--- config.mk ---
export PLATFORM = sky130hd
export DESIGN_NAME = vc_tx_arbiter_flat
export DESIGN_NICKNAME = d
export VERILOG_FILES = /design/src/rtl/vc_tx_arbiter_if.sv /design/src/rtl/vc_tx_arbiter.sv /design/src/flat_wrapper.sv
export SDC_FILE = /design/constraint.sdc
export NUM_CORES = 1
export LEC_CHECK = 0
export ABC_AREA = 1
export CORE_MARGIN = 5
export CORE_UTILIZATION = 37
export DETAILED_ROUTE_END_ITERATION = 10
export PLACE_DENSITY_LB_ADDON = 0.25
export SETUP_SLACK_MARGIN = 0.02
export SYNTH_ARGS = -nofsm -noshare
export SYNTH_HDL_FRONTEND = slang
export SYNTH_SLANG_ARGS = --single-unit
--- constraint.sdc ---
create_clock -name clk -period 1.2 [get_ports clk]
set_input_delay 0.36 -clock clk [delete_from_list [all_inputs] [get_ports clk]]
set_output_delay 0.36 -clock clk [all_outputs]
set_load 0.05 [all_outputs]
--- src/rtl/vc_tx_arbiter_if.sv ---
// Handshake bundle between the VC0/VC1 FIFO read side, the arbiter and the next-stage FIFO write side.
// master = arbiter view; slave = environment view (FIFOs plus next stage).
interface vc_tx_arbiter_if #(
    parameter int data_width = 6
);
    logic                  empty_fifo_VC0;
    logic                  empty_fifo_VC1;
    logic [data_width-1:0] data_out_VC0;
    logic [data_width-1:0] data_out_VC1;
    logic                  almost_full_next;
    logic                  pop_VC0;
    logic                  pop_VC1;
    logic                  push_next;
    logic [data_width-1:0] data_next;
    logic                  vc_sel;
    logic                  idle;

    modport master (
        input  empty_fifo_VC0, empty_fifo_VC1,
        input  data_out_VC0, data_out_VC1,
        input  almost_full_next,
        output pop_VC0, pop_VC1,
        output push_next, data_next, vc_sel, idle
    );

    modport slave (
        output empty_fifo_VC0, empty_fifo_VC1,
        output data_out_VC0, data_out_VC1,
        output almost_full_next,
        input  pop_VC0, pop_VC1,
        input  push_next, data_next, vc_sel, idle
    );
endinterface

--- src/rtl/vc_tx_arbiter.sv ---
// VC0-priority pop arbiter with VC1 starvation guard; pop->push latency 2 cycles.
// almost_full_next blocks new pops in the same cycle; up to 2 already-popped words still drain.
module vc_tx_arbiter #(
    parameter int data_width = 6,
    parameter int MAX_CONSEC = 4
) (
    input  logic           clk,
    input  logic           reset,
    vc_tx_arbiter_if.master bus
);
    localparam logic [2:0] MAX_CNT = 3'(MAX_CONSEC);

    typedef enum logic [1:0] {
        ST_INIT   = 2'd0,
        ST_IDLE   = 2'd1,
        ST_ACTIVE = 2'd2
    } state_t;

    state_t                state_q;
    state_t                state_d;
    logic [2:0]            consec_cnt;
    logic                  inflight;
    logic                  inflight_vc;
    logic                  push_q;
    logic [data_width-1:0] data_q;
    logic                  vc_sel_q;
    logic                  grant_vc0;
    logic                  grant_vc1;
    logic                  pop_any;

    // State register
    always_ff @(posedge clk or negedge reset) begin
        if (!reset) begin
            state_q <= ST_INIT;
        end else begin
            state_q <= state_d;
        end
    end

    // Next-state logic
    always_comb begin
        state_d = state_q;
        case (state_q)
            ST_INIT:   state_d = ST_IDLE;
            ST_IDLE:   if (pop_any) state_d = ST_ACTIVE;
            ST_ACTIVE: if (!pop_any && !inflight) state_d = ST_IDLE;
            default:   state_d = ST_INIT;
        endcase
    end

    // Output logic: guard overrides VC0 priority once VC0 has won MAX_CONSEC times in a row
    always_comb begin
        grant_vc0 = 1'b0;
        grant_vc1 = 1'b0;
        if (state_q != ST_INIT && !bus.almost_full_next) begin
            if (consec_cnt == MAX_CNT && !bus.empty_fifo_VC1) begin
                grant_vc1 = 1'b1;
            end else if (!bus.empty_fifo_VC0) begin
                grant_vc0 = 1'b1;
            end else if (!bus.empty_fifo_VC1) begin
                grant_vc1 = 1'b1;
            end
        end
        pop_any = grant_vc0 | grant_vc1;
    end

    always_ff @(posedge clk or negedge reset) begin
        if (!reset) begin
            consec_cnt <= 3'd0;
        end else if (grant_vc1) begin
            consec_cnt <= 3'd0;
        end else if (grant_vc0 && consec_cnt != MAX_CNT) begin
            consec_cnt <= consec_cnt + 3'd1;
        end
    end

    // Stage 1 remembers which FIFO was popped; its data shows up one cycle later.
    always_ff @(posedge clk or negedge reset) begin
        if (!reset) begin
            inflight    <= 1'b0;
            inflight_vc <= 1'b0;
        end else begin
            inflight    <= pop_any;
            inflight_vc <= grant_vc1;
        end
    end

    always_ff @(posedge clk or negedge reset) begin
        if (!reset) begin
            push_q   <= 1'b0;
            data_q   <= '0;
            vc_sel_q <= 1'b0;
        end else if (inflight) begin
            push_q   <= 1'b1;
            data_q   <= inflight_vc ? bus.data_out_VC1 : bus.data_out_VC0;
            vc_sel_q <= inflight_vc;
        end else begin
            push_q   <= 1'b0;
            data_q   <= '0;
        end
    end

    assign bus.pop_VC0   = grant_vc0;
    assign bus.pop_VC1   = grant_vc1;
    assign bus.push_next = push_q;
    assign bus.data_next = data_q;
    assign bus.vc_sel    = vc_sel_q;
    assign bus.idle      = !pop_any && !inflight && !push_q;

endmodule

--- src/flat_wrapper.sv ---
// flat-port wrapper written by rule: the top's interface ports become plain ports
module vc_tx_arbiter_flat 
#(
    parameter int data_width = 6,
    parameter int MAX_CONSEC = 4
)
  (clk, reset, bus_empty_fifo_VC0, bus_empty_fifo_VC1, bus_data_out_VC0, bus_data_out_VC1, bus_almost_full_next, bus_pop_VC0, bus_pop_VC1, bus_push_next, bus_data_next, bus_vc_sel, bus_idle);
  vc_tx_arbiter_if #(.data_width(data_width)) bus_i ();
  input  logic clk;
  input  logic reset;
  input wire logic [$bits(bus_i.empty_fifo_VC0)-1:0] bus_empty_fifo_VC0;
  input wire logic [$bits(bus_i.empty_fifo_VC1)-1:0] bus_empty_fifo_VC1;
  input wire logic [$bits(bus_i.data_out_VC0)-1:0] bus_data_out_VC0;
  input wire logic [$bits(bus_i.data_out_VC1)-1:0] bus_data_out_VC1;
  input wire logic [$bits(bus_i.almost_full_next)-1:0] bus_almost_full_next;
  output wire logic [$bits(bus_i.pop_VC0)-1:0] bus_pop_VC0;
  output wire logic [$bits(bus_i.pop_VC1)-1:0] bus_pop_VC1;
  output wire logic [$bits(bus_i.push_next)-1:0] bus_push_next;
  output wire logic [$bits(bus_i.data_next)-1:0] bus_data_next;
  output wire logic [$bits(bus_i.vc_sel)-1:0] bus_vc_sel;
  output wire logic [$bits(bus_i.idle)-1:0] bus_idle;
  assign bus_i.empty_fifo_VC0 = bus_empty_fifo_VC0;
  assign bus_i.empty_fifo_VC1 = bus_empty_fifo_VC1;
  assign bus_i.data_out_VC0 = bus_data_out_VC0;
  assign bus_i.data_out_VC1 = bus_data_out_VC1;
  assign bus_i.almost_full_next = bus_almost_full_next;
  assign bus_pop_VC0 = bus_i.pop_VC0;
  assign bus_pop_VC1 = bus_i.pop_VC1;
  assign bus_push_next = bus_i.push_next;
  assign bus_data_next = bus_i.data_next;
  assign bus_vc_sel = bus_i.vc_sel;
  assign bus_idle = bus_i.idle;
  vc_tx_arbiter #(.data_width(data_width), .MAX_CONSEC(MAX_CONSEC)) u_core (.clk(clk), .reset(reset), .bus(bus_i));
endmodule
==> summary.txt <==
Worst setup path
  • Largest stage delay on the critical path: approximately 0.38 ns
  • CP Cell Sequence: inv_2 -> ha_4 -> nand2_4 -> inv_2 -> a211oi_4 -> buf_12
  • Worst setup EP type: primary output
  • Buffer and inverter count on the worst path: 3
  • CP top delay family: flip-flops
  • Crit-path max FO: 3
  • Critical Path RT: approximately 0.84 ns
  • Worst EP arrival: roughly 1.4 ns
  • Cell mode on critical path: inv_2
  • Class of the most critical setup path: register to primary output
  • Crit-path slowest cell: dfrtp_1
  • Critical Path Start Type: register

Place
  • Number of cells after detailed placement: between 100 and 150
  • RD Place Congestion: a little over 0.7
  • Port Buf Inserts: 27
  • DP Area: around 1200 um^2
  • HPWL after DPL: 1.37 mm

Clock tree
  • Clock-pin transition on the worst setup and hold timing paths: about 0.09 ns
  • Clk sink count: 15
  • CTS tree: yes
  • Clock Latency Late Sink: around 0.28 ns
  • Clk buf depth: 2
  • Clock Tree Root: clkbuf_4
  • Htree depth: 1
  • CTS Buf Count: 3

Layout
  • Layout cells sized above 1: 41.9%
  • Final Cell Area: roughly 1300 um^2
  • Fin nets: approximately 150
  • Most frequent cells in the layout: buf_4 (19), nor2_1 (14), dfrtp_1 (14)
  • Area growth, synth to finish: 97.2%
  • Antenna Cells: 0
  • Fin cells: between 150 and 200
  • Most common cell after layout, fill and taps aside: buf_4

Drt
  • Vias per cell: between 4 and 5
  • Post-route ant nets: 0
  • DRT Pass-1 Iters: 4
  • DRC violations left: 0
  • DR iter-0 viols: 6
  • Wire per inst: between 10 and 15 um
  • Routed wire length: around 1.9 mm
  • Total number of vias: slightly below 700

Yosys
  • Distinct cells, synth: 15
  • Yosys warns: 0
  • Syn Std Cell Area: 681 um^2
  • Synthesis-stage register bit count: 15
  • Post-Synthesis Cells: between 70 and 80
  • Seq/Total Area, Yosys: a little under three fifths
  • Syn_nets: 96
  • Syn_area_per_cell: 8.84 um^2

Global route
  • Vias in the first global route: about 760
  • Gr ovfl total: 0
  • Largest net degree at the start of global routing: 16
  • First-pass GRT wire length: around 3.1 mm
  • Antenna violations before repair: 0
  • GR Util All Layers: between 15 and 20%

Timing
  • Worst Tran Pin Value: approximately 0.22 ns
  • Crit share post-route: 146%
  • Clock Skew: approximately 0.0022 ns
  • Final Hold Viols: 0
  • Slew Viols, Final: 0
  • Setup TNS: -1.78 ns
  • Fmax: ~570 MHz
  • Fin crit period: 1.75 ns
  • Finish-stage setup viols: 14
  • RSZ-0062 raised after global routing: yes
  • Final WS setup: -0.549 ns
  • Hold_ws: 0.381 ns
  • Relative slew slack: a little under nine tenths

Pwr
  • Pwr Density: roughly 1900 nW/um^2
  • Max IR drop VDD: approximately 0.0013 V
  • Lkg Pwr: between 0.6 and 0.7 nW

Outcome
  • Status: finished with violations
  • Violated checks: negative setup slack

Floorplanning
  • Die height: 52.9 um
  • CORE AREA: 1750 um^2
  • Top Ports: 28
  • Chip width: between 50 and 60 um
  • Die area: approximately 2800 um^2
  • Initial core utilization: between 30% and 40%
  • Num rows: 15

Run
  • Max Cap Viol: 0

Min path
  • Min-Delay Path Class: input port to async pin
layer usage:
| metal | routed length [um] | vias up | share of wire [%] | GRT usage (%) |
|---|---|---|---|---|
| met4 | 28 | 0 | 1.5 | 7.23 |
| li1 | - | 341 | - | - |
| met5 | 0 | - | 0 | 0 |
| met2 | 1070 | 14 | 58 | 30.4 |
| met1 | 704 | 320 | 38 | 15.8 |
| met3 | 54 | 2 | 2.9 | 4.23 |
worst reg2reg max path: stages (launching register included):
cell and delay, ns:
dfrtp_1 0.40, nor2_2 0.16, nor2_4 0.06, buf_6 0.12, buf_4 0.13, nand3_4 0.09
nand2_1 0.08, o21ai_0 0.14
area by class of cell:
| cell class | count | area (um^2) |
|---|---|---|
| fillers | 127 | 403 |
| flip-flops and latches | 15 | 377 |
| inverters | 13 | 52.6 |
| repair buffers | 48 | 542 |
| clock buffers | 4 | 26.3 |
| multi-input cells | 49 | 314 |
| well taps | 25 | 31.3 |
kinds of logic after synthesis:
| logic type | count (synthesis) | share of synthesized area (%) |
|---|---|---|
| compound gates | 11 | 9.01 |
| flops | 15 | 55.1 |
| xor+xnor | 1 | 1.29 |
| fa+ha+maj | 2 | 3.68 |
| simple gates | 35 | 23.7 |
| buf+inv | 13 | 7.17 |
report_power, final:
| part | switching (mW) | total (mW) | internal [mW] |
|---|---|---|---|
| registers | 0.116 | 0.756 | 0.641 |
| clock network | 0.163 | 0.292 | 0.129 |
| logic | 0.753 | 1.56 | 0.806 |
stage by stage:
stage               worst slack [ns]  total power [mW]  util (%)
floorplan                     -0.320              1.42         -
global placement              -0.641              2.03      69.0
detailed placement            -0.675              2.08      69.0
CTS                           -0.552              2.63      77.1
global route                  -0.632              2.77      76.9
finish                        -0.549              2.61      76.9
state kept, by name, summed over array words and instances, names as in the netlist:
name,count
u_core.bus.data_next,6
u_core.bus.vc_sel,1
u_core.bus.push_next,1
u_core.state_q,2
u_core.inflight,1
u_core.inflight_vc,1
u_core.consec_cnt,3
worst paths after layout:
path                                      startpoint                       to  slack (ns)  cells past startpoint
worst max-delay path            u_core.consec_cnt[0]              bus_pop_VC0       -0.55                      6
worst min-delay path                           reset  u_core.bus.data_next[5]        0.38                      2
worst max register to register     u_core.state_q[1]     u_core.consec_cnt[0]       -0.05                      7
worst min register to register       u_core.inflight     u_core.bus.push_next        0.52                      1
max in group asynchronous                      reset     u_core.bus.push_next        0.62                      2
min in group clk                     u_core.inflight     u_core.bus.push_next        0.52                      1
synth_stat cells (all sizes together):
master	n	area share [%]
nand2	14	8.5
nor2	17	11
a211oi	1	1.1
dfrtp	15	55
ha	2	3.7
xor2	1	1.3
o21ai	10	7.9
nand3	4	4.4
inv	13	7.2
timing repair:
action / 4_1_cts / 5_1_grt
hold buffers: 0 / 0
pin swaps: 10 / 6
buffers inserted: 13 / 2
gates resized for setup: 11 / 2
endpoints found under the setup margin: 16 / 17
No activity file was read; power rests on OpenSTA's default activity.
